File: src/rtl/timer_apb_pkg.sv
`default_nettype none
// +--------------------------------------------------------------------+
// | timer_apb_pkg : FSM state type and timer register offsets          |
// | Rev 1.0                                                            |
// +--------------------------------------------------------------------+
package timer_apb_pkg;

  typedef enum logic [1:0] {
    IDLE   = 2'd0,
    SETUP  = 2'd1,
    ACCESS = 2'd2,
    RESP   = 2'd3
  } apb_state_t;

  localparam logic [11:0] TCR   = 12'h000;
  localparam logic [11:0] TDR0  = 12'h004;
  localparam logic [11:0] TDR1  = 12'h008;
  localparam logic [11:0] TCMP0 = 12'h00C;
  localparam logic [11:0] TCMP1 = 12'h010;
  localparam logic [11:0] TIER  = 12'h014;
  localparam logic [11:0] TISR  = 12'h018;
  localparam logic [11:0] THCSR = 12'h01C;

endpackage
`default_nettype wire

File: src/rtl/timer_apb_wdog.sv
`default_nettype none
// +--------------------------------------------------------------------+
// | timer_apb_wdog : APB wait-state counter with expiry flag           |
// | Rev 1.0                                                            |
// +--------------------------------------------------------------------+
module timer_apb_wdog #(
  parameter int TIMEOUT_CYC = 256
) (
  input  logic clk,
  input  logic rst,
  input  logic i_clear,
  input  logic i_enable,
  output logic o_expired
);

  localparam int CW = (TIMEOUT_CYC == 0) ? 1 : $clog2(TIMEOUT_CYC + 1);
  localparam logic [CW-1:0] C_LAST = CW'((TIMEOUT_CYC == 0) ? 0 : TIMEOUT_CYC - 1);

  logic [CW-1:0] r_cnt;

  always_ff @(posedge clk) begin
    if (rst || i_clear) begin
      r_cnt <= '0;
    end else if (i_enable) begin
      r_cnt <= r_cnt + CW'(1);
    end
  end

  // Expires during the TIMEOUT_CYC-th stalled ACCESS cycle so the abort lands on the next edge.
  assign o_expired = (TIMEOUT_CYC != 0) && (r_cnt == C_LAST);

endmodule
`default_nettype wire

File: src/rtl/timer_apb_master.sv
`default_nettype none
// +--------------------------------------------------------------------+
// | timer_apb_master : command/response stream to APB requester        |
// | Rev 1.0                                                            |
// +--------------------------------------------------------------------+
module timer_apb_master
  import timer_apb_pkg::*;
#(
  parameter int ADDR_W      = 12,
  parameter int TIMEOUT_CYC = 256
) (
  input  logic              sys_clk,
  input  logic              sys_rst,
  input  logic              cmd_valid,
  output logic              cmd_ready,
  input  logic              cmd_write,
  input  logic [ADDR_W-1:0] cmd_addr,
  input  logic [31:0]       cmd_wdata,
  input  logic [3:0]        cmd_strb,
  output logic              rsp_valid,
  input  logic              rsp_ready,
  output logic [31:0]       rsp_rdata,
  output logic              rsp_err,
  output logic              rsp_timeout,
  output logic              tim_psel,
  output logic              tim_penable,
  output logic              tim_pwrite,
  output logic [ADDR_W-1:0] tim_paddr,
  output logic [31:0]       tim_pwdata,
  output logic [3:0]        tim_pstrb,
  input  logic              tim_pready,
  input  logic              tim_pslverr,
  input  logic [31:0]       tim_prdata
);

  apb_state_t        r_state;
  logic              r_cmd_ready;
  logic              r_psel;
  logic              r_penable;
  logic              r_pwrite;
  logic [ADDR_W-1:0] r_paddr;
  logic [31:0]       r_pwdata;
  logic [3:0]        r_pstrb;
  logic              r_rsp_valid;
  logic [31:0]       r_rsp_rdata;
  logic              r_rsp_err;
  logic              r_rsp_timeout;
  logic              w_expired;

  timer_apb_wdog #(.TIMEOUT_CYC(TIMEOUT_CYC)) u_wdog (
    .clk       (sys_clk),
    .rst       (sys_rst),
    .i_clear   (r_state != ACCESS),
    .i_enable  ((r_state == ACCESS) && !tim_pready),
    .o_expired (w_expired)
  );

  always_ff @(posedge sys_clk) begin
    if (sys_rst) begin
      r_state       <= IDLE;
      r_cmd_ready   <= 1'b0;
      r_psel        <= 1'b0;
      r_penable     <= 1'b0;
      r_pwrite      <= 1'b0;
      r_paddr       <= '0;
      r_pwdata      <= '0;
      r_pstrb       <= '0;
      r_rsp_valid   <= 1'b0;
      r_rsp_rdata   <= '0;
      r_rsp_err     <= 1'b0;
      r_rsp_timeout <= 1'b0;
    end else begin
      case (r_state)
        IDLE: begin
          if (cmd_valid && r_cmd_ready) begin
            r_cmd_ready <= 1'b0;
            if (cmd_addr[1:0] != 2'b00) begin
              r_state     <= RESP;
              r_rsp_valid <= 1'b1;
              r_rsp_err   <= 1'b1;
            end else begin
              r_state  <= SETUP;
              r_psel   <= 1'b1;
              r_pwrite <= cmd_write;
              r_paddr  <= cmd_addr;
              r_pwdata <= cmd_wdata;
              r_pstrb  <= cmd_write ? cmd_strb : 4'h0;
            end
          end else begin
            r_cmd_ready <= 1'b1;
          end
        end
        SETUP: begin
          r_state   <= ACCESS;
          r_penable <= 1'b1;
        end
        ACCESS: begin
          // A ready completer wins over an expiring counter in the same cycle.
          if (tim_pready || w_expired) begin
            r_state     <= RESP;
            r_psel      <= 1'b0;
            r_penable   <= 1'b0;
            r_pwrite    <= 1'b0;
            r_paddr     <= '0;
            r_pwdata    <= '0;
            r_pstrb     <= '0;
            r_rsp_valid <= 1'b1;
            if (tim_pready) begin
              r_rsp_rdata <= (!r_pwrite && !tim_pslverr) ? tim_prdata : 32'h0;
              r_rsp_err   <= tim_pslverr;
            end else begin
              r_rsp_err     <= 1'b1;
              r_rsp_timeout <= 1'b1;
            end
          end
        end
        RESP: begin
          if (rsp_ready) begin
            r_state       <= IDLE;
            r_rsp_valid   <= 1'b0;
            r_rsp_rdata   <= '0;
            r_rsp_err     <= 1'b0;
            r_rsp_timeout <= 1'b0;
            r_cmd_ready   <= 1'b1;
          end
        end
        default: r_state <= IDLE;
      endcase
    end
  end

  assign cmd_ready   = r_cmd_ready;
  assign rsp_valid   = r_rsp_valid;
  assign rsp_rdata   = r_rsp_rdata;
  assign rsp_err     = r_rsp_err;
  assign rsp_timeout = r_rsp_timeout;
  assign tim_psel    = r_psel;
  assign tim_penable = r_penable;
  assign tim_pwrite  = r_pwrite;
  assign tim_paddr   = r_paddr;
  assign tim_pwdata  = r_pwdata;
  assign tim_pstrb   = r_pstrb;

endmodule
`default_nettype wire

File: config.mk
export PLATFORM = sky130hd
export DESIGN_NAME = timer_apb_master
export DESIGN_NICKNAME = d
export VERILOG_FILES = /design/src/rtl/timer_apb_pkg.sv /design/src/rtl/timer_apb_wdog.sv /design/src/rtl/timer_apb_master.sv
export SDC_FILE = /design/constraint.sdc
export NUM_CORES = 1
export LEC_CHECK = 0
export CORE_ASPECT_RATIO = 1.4
export CORE_MARGIN = 1
export CORE_UTILIZATION = 32
export DETAILED_ROUTE_END_ITERATION = 10
export SETUP_SLACK_MARGIN = 0.5
export SLEW_MARGIN = 20
export SYNTH_ARGS = -nofsm -noshare
export SYNTH_HDL_FRONTEND = slang
export SYNTH_SLANG_ARGS = --single-unit
File: constraint.sdc
create_clock -name sys_clk -period 2.8 [get_ports sys_clk]
set_input_delay 0.56 -clock sys_clk [delete_from_list [all_inputs] [get_ports sys_clk]]
set_output_delay 0.56 -clock sys_clk [all_outputs]
set_load 0.01 [all_outputs]
; Word-level counts from Yosys, hierarchy flattened
; Cells that the tools add are included.
[totals]
reg_bits = 98
in_bits = 87
out_inout_bits = 87
wordCells = 93
[op_classes]
n_addsub = 1
eq_ne = 12
n_mux = 45
reduce_logical = 22
[op_table]
columns = op, count
row1 = $mux W32, 7
row2 = $pmux W32 S2, 2
row3 = $mux W12, 3
row4 = $pmux W12 S2, 1
row5 = $mux W4, 4
row6 = $mux W1, 15
row7 = $ne A2 B2 Y1 const B, 7
row8 = $reduce_and A4 Y1, 3
row9 = $pmux W1 S2, 5
row10 = $reduce_bool A2 Y1, 5
row11 = $add A9 B1 Y9 const B, 1
row12 = $eq A9 B8 Y1 const B, 1
row13 = $mux W2, 4
row14 = $pmux W2 S4, 1
row15 = $pmux W4 S2, 1
row16 = $pmux W1 S3, 2
row17 = $reduce_and A5 Y1, 1
row18 = $eq A2 B2 Y1 const B, 2
row19 = $reduce_and A2 Y1, 2
row20 = $logic_and A1 B1 Y1, 3
row21 = $logic_not A1 Y1, 3
row22 = $reduce_and A3 Y1, 1
row23 = $reduce_bool A3 Y1, 1
row24 = $eq A2 B1 Y1 const B, 1
row25 = other kinds (3), 4

; Logic depth before layout (Yosys ltp)
[depth]
depth_word = 6
mapped_depth = 10
mapped_depth_nobuf = 8

; Cells and area by module
; From an unflattened synthesis, not the netlist that was laid out.
[hier_totals]
cells_unflattened = 465
area_unflattened_um2 = 3882.5
[by_module_without_submodules]
columns = module, instances, cells_each, area_per_inst_um2, seq_area_each_um2
row1 = timer_apb_master, 1, 420, 3480.8, 1781.7
row2 = timer_apb_wdog, 1, 45, 401.6, 180.2

; Least setup slack after synthesis
; Ideal clock, no wire load.
[synth_timing]
path_type = flip-flop to flip-flop
from = register u_wdog.r_cnt[0]
to = register r_paddr[2] (netlist: tim_paddr[2])
arrival_ns = 1.973
slack_ns = 0.756
path_stages_with_launch = 11
path_buffers = 2
path_cell_list = dfxtp_1 -> ha_1 -> nand3_1 -> nor2_1 -> ha_1 -> nor3b_1 -> a221o_1 -> buf_2 -> buf_2 -> nand2_1 -> a21oi_1
[synth_between]
elab_chain_cells = 4
[synth_rtl]
columns = element, line_no
row1 = start: declaration, timer_apb_wdog.sv:19  ; logic [CW-1:0] r_cnt;
row2 = start signal: assignment, timer_apb_wdog.sv:25  ; r_cnt <= r_cnt + CW'(1);
row3 = $eq A9 B8 Y1, timer_apb_wdog.sv:30  ; assign o_expired = (TIMEOUT_CYC != 0) && (r_cnt == C_LAST);
row4 = $logic_or A1 B1 Y1, timer_apb_master.sv:99  ; if (tim_pready || w_expired) begin
row5 = $ne A2 B1 Y1 (no line), -
row6 = $reduce_and A4 Y1 (no line), -
row7 = end signal: assignment, timer_apb_master.sv:85  ; r_paddr <= cmd_addr;
row8 = end: declaration, timer_apb_master.sv:41  ; logic [ADDR_W-1:0] r_paddr;
; No other way between the ends.
; A chain may end at the register's enable or synchronous reset.

; Final worst setup path
[layout_timing]
from = register r_state[0]
to = register r_paddr[8] (netlist: tim_paddr[8])
[layout_between]
elab_chain_cells = 3
elab_cells_between_ends = 8
classes_between = eq/ne (4) / mux (1) / reduce/logical (3)
[layout_rtl]
columns = element, line_no
row1 = start: declaration, timer_apb_master.sv:36  ; apb_state_t r_state;
row2 = start signal: assignment, timer_apb_master.sv:60  ; r_state <= IDLE;
row3 = start signal: assignment, timer_apb_master.sv:78  ; r_state <= RESP;
row4 = start signal: assignment, timer_apb_master.sv:82  ; r_state <= SETUP;
row5 = $eq A2 B2 Y1 / $logic_not A2 Y1 (equally long branches), timer_apb_master.sv:73  ; case (r_state)
row6 = "$ne A2 B1 Y1 (no line), or another cell as far along", -
row7 = $reduce_and A4 Y1 (no line), -
; Several ways; a longest one is shown, not always the timed one.

==> flow_metrics.tcl <==
set metrics [dict create \
    dr.pass1.iters 4 \
    coreArea_um2 11900 \
    crit_path_cell_trace "inv_1, ha_2, or3b_4, a221oi_4, buf_12, clkbuf_16, nand3b_1, a21oi_1" \
    io_buffers 173 \
    grt_pass1_vias 3639 \
    yosysMostFrequentCell "dfxtp_1" \
    place_ws_ps 347 \
    cp-end-kind "flop" \
    synth_edf_count 0 \
    grt_pass1_wl_um 17700 \
    required_ps 3060 \
    wire_per_inst_um 15.1 \
    grt_start_max_net_pins 52 \
    cts.sinks 98 \
    slowest_delay_ps 450 \
    grt.total_usage 0.177 \
    cp_slowest_cell "or3b_4" \
    critical_path_class "reg2reg" \
    fp.dieW_um 96.0 \
    post-dp-hpwl_um 7720 \
    cts_buffers 9 \
    crit_path_max_fanout 25 \
    post_synth.cell_area_avg_um2 8.47 \
    drcViolationCount 0 \
    initial_utilization 0.332 \
    max_cap_violations 0 \
    synth_nets 561 \
    rsz0062_at_grt "no" \
    gp_congestion 0.776 \
    fin_crit_sh 0.784 \
    finalWorstSetupSlack_ps 604 \
    finalHoldViolCount 0 \
    design.die.area_um2 12800 \
    power_density_nw_per_um2 753 \
    h-tree-depth 3 \
    routed_wl_um 11700 \
    period_minus_slack_ps 2200 \
    vias 3842 \
    row_count 47 \
    drive_above_1_share 0.0571 \
    worstHoldStart "rsp_rdata[22]" \
    worstPathArrival_ps 2460 \
    synth_common_cells "dfxtp_1, nand2_1, a21oi_1, nand3b_1, nand3_1" \
    drt_iter0_markers 95 \
    tightest_slew_ps 502 \
    path_clk_slew_ps 70 \
    syn_inst 468 \
    yosysSeqAreaShare 0.495 \
    diodes 0 \
    ys_ff_latch 98 \
    clock_skew_ps 8.75 \
    critPathTopFamily "simple AND/OR/NAND/NOR gates" \
    start_kind "flop" \
    area_growth_pct 54.7 \
    overflow 0 \
    ant_nets 0 \
    layout.nets 718 \
    ys.flop_type "dfxtp_1" \
    die_height_um 134 \
    cts_hold_buf 0 \
    setup_viol 0 \
    clkLatencyLatePin_ps 340 \
    irDropWorstVdd_v 0.000399 \
    vias_per_cell 4.94 \
    async_flop_share 0 \
    cts_buffer_depth 2 \
    hp-class "reg2reg" \
    synth.area.top_cells "dfxtp_1, a21oi_1, nand2_1" \
    synth_area_um2 3960 \
    ys_warn_count 0 \
    fin_setup_tns_ps 0 \
    maxSlewHeadroom 0.665 \
    crit_start "r_state[0]" \
    yosys.area.top_type "dfxtp_1" \
    antenna_found_initial 0 \
    max_freq_ghz 0.455 \
    cp_num_buf_inv 3 \
    status "finished, final reports clean" \
    clockRootBuffer "clkbuf_16" \
    r2r-start "r_state[0]" \
    synth_top_cell_area_share 0.495 \
    ioPinCount 174 \
    slew_violations 0 \
    cts_tree "built" \
    ys_types 36 \
    p_leak_nw 2.07 \
]
[placed cells by master, fill, tap and decap left out, types with 2 or more instances in the layout]
cell | synthesis | routed
or3_1 | 3 | 3
xor2_1 | 4 | 4
ha_1 | 6 | 5
mux2i_1 | 2 | 2
clkbuf_8 | 0 | 2
clkbuf_16 | 0 | 11
a21oi_1 | 83 | 83
clkdlybuf4s50_1 | 0 | 172
nor3_2 | 0 | 2
inv_1 | 5 | 5
a311oi_1 | 2 | 2
a211oi_1 | 3 | 3
nand2b_1 | 2 | 2
xnor2_1 | 2 | 2
nand2_1 | 87 | 87
nor2_1 | 21 | 21
nand3b_1 | 41 | 41
buf_12 | 0 | 2
clkinvlp_4 | 0 | 2
dfxtp_1 | 98 | 98
clkbuf_1 | 28 | 2
o21ai_0 | 2 | 2
nand3_1 | 38 | 38
buf_4 | 0 | 9
nor3b_1 | 4 | 4
nand4_1 | 3 | 3
nor3_1 | 4 | 2
nor2b_1 | 6 | 6
[path summary, 6_finish.rpt]
kind,endpoint,cells past startpoint,slack (ps)
worst max register to register,tim_paddr[8],8,600
worst min-delay path,rsp_rdata[22],2,450
worst max-delay path,tim_paddr[8],8,600
worst min register to register,rsp_rdata[22],2,450
[registers in the layout, indices dropped and copies added (netlist names), 2 cells and up]
signal,flops
rsp_rdata,32
tim_pwdata,32
tim_paddr,12
u_wdog.r_cnt,9
tim_pstrb,4
r_state,2
[repair_timing]
item	CTS	global route
resized for setup	0	3
buffers inserted	0	1
hold endpoints to repair	0	0
endpoints found under the setup margin	0	48
[routing by layer]
layer | vias to the layer above | share of wire | global-route usage
met5 | - | 0 | 0
met4 | 0 | 0.027 | 0.0813
met3 | 22 | 0.070 | 0.0497
met2 | 132 | 0.50 | 0.298
met1 | 1778 | 0.41 | 0.202
li1 | 1910 | - | -
[worst register-to-register path, delay by kind of cell, from the launching register on]
family          cells  cell delay, ps
buf+inv             3             460
fa+ha+maj           1             290
flops               1             330
compound gates      2             490
simple gates        2             550
[per-stage QoR]
stage | area (um^2) | total power [mW] | cells | hold slack, ps | utilization
finish | 6130 | 4.61 | 777 | 449 | 0.513
global route | 6130 | 4.88 | 777 | 469 | 0.513
CTS | 6050 | 4.58 | 774 | 452 | 0.507
detailed placement | 5770 | 3.38 | 758 | 443 | 0.483
global placement | 5770 | 3.35 | 758 | 437 | 0.483
floorplan | 3960 | 2.67 | 468 | 454 | -
[cell families (layout without fill, tap and decap cells)]
group                      after synthesis  after routing  synth area share
adders and majority gates                6              6            0.0189
xor gates and xnor gates                 6              6            0.0133
buffers and inverters                   46            208            0.0584
DFF                                     98             98             0.495
muxes                                    2              2           0.00505
and+or+nand+nor                        214            214             0.274
AOI/OAI and AO/OA                       96             96             0.135
[where the power goes]
part	internal (mW)	switching (mW)	leakage [nW]
Clock	0.654	0.529	0.132
Sequential	1.61	0.114	0.794
Combinational	0.846	0.862	1.14
[final cells by class]
cell class,count,area (um^2)
Clock inverter,3,23.8
Sequential cell,98,1960
Clock buffer,13,260
Multi-Input combinational cell,324,1780
Timing Repair Buffer,187,1900
Fill cell,1132,5810
Inverter,5,18.8
Tap cell,147,184
(Power assumes the default switching activity.)
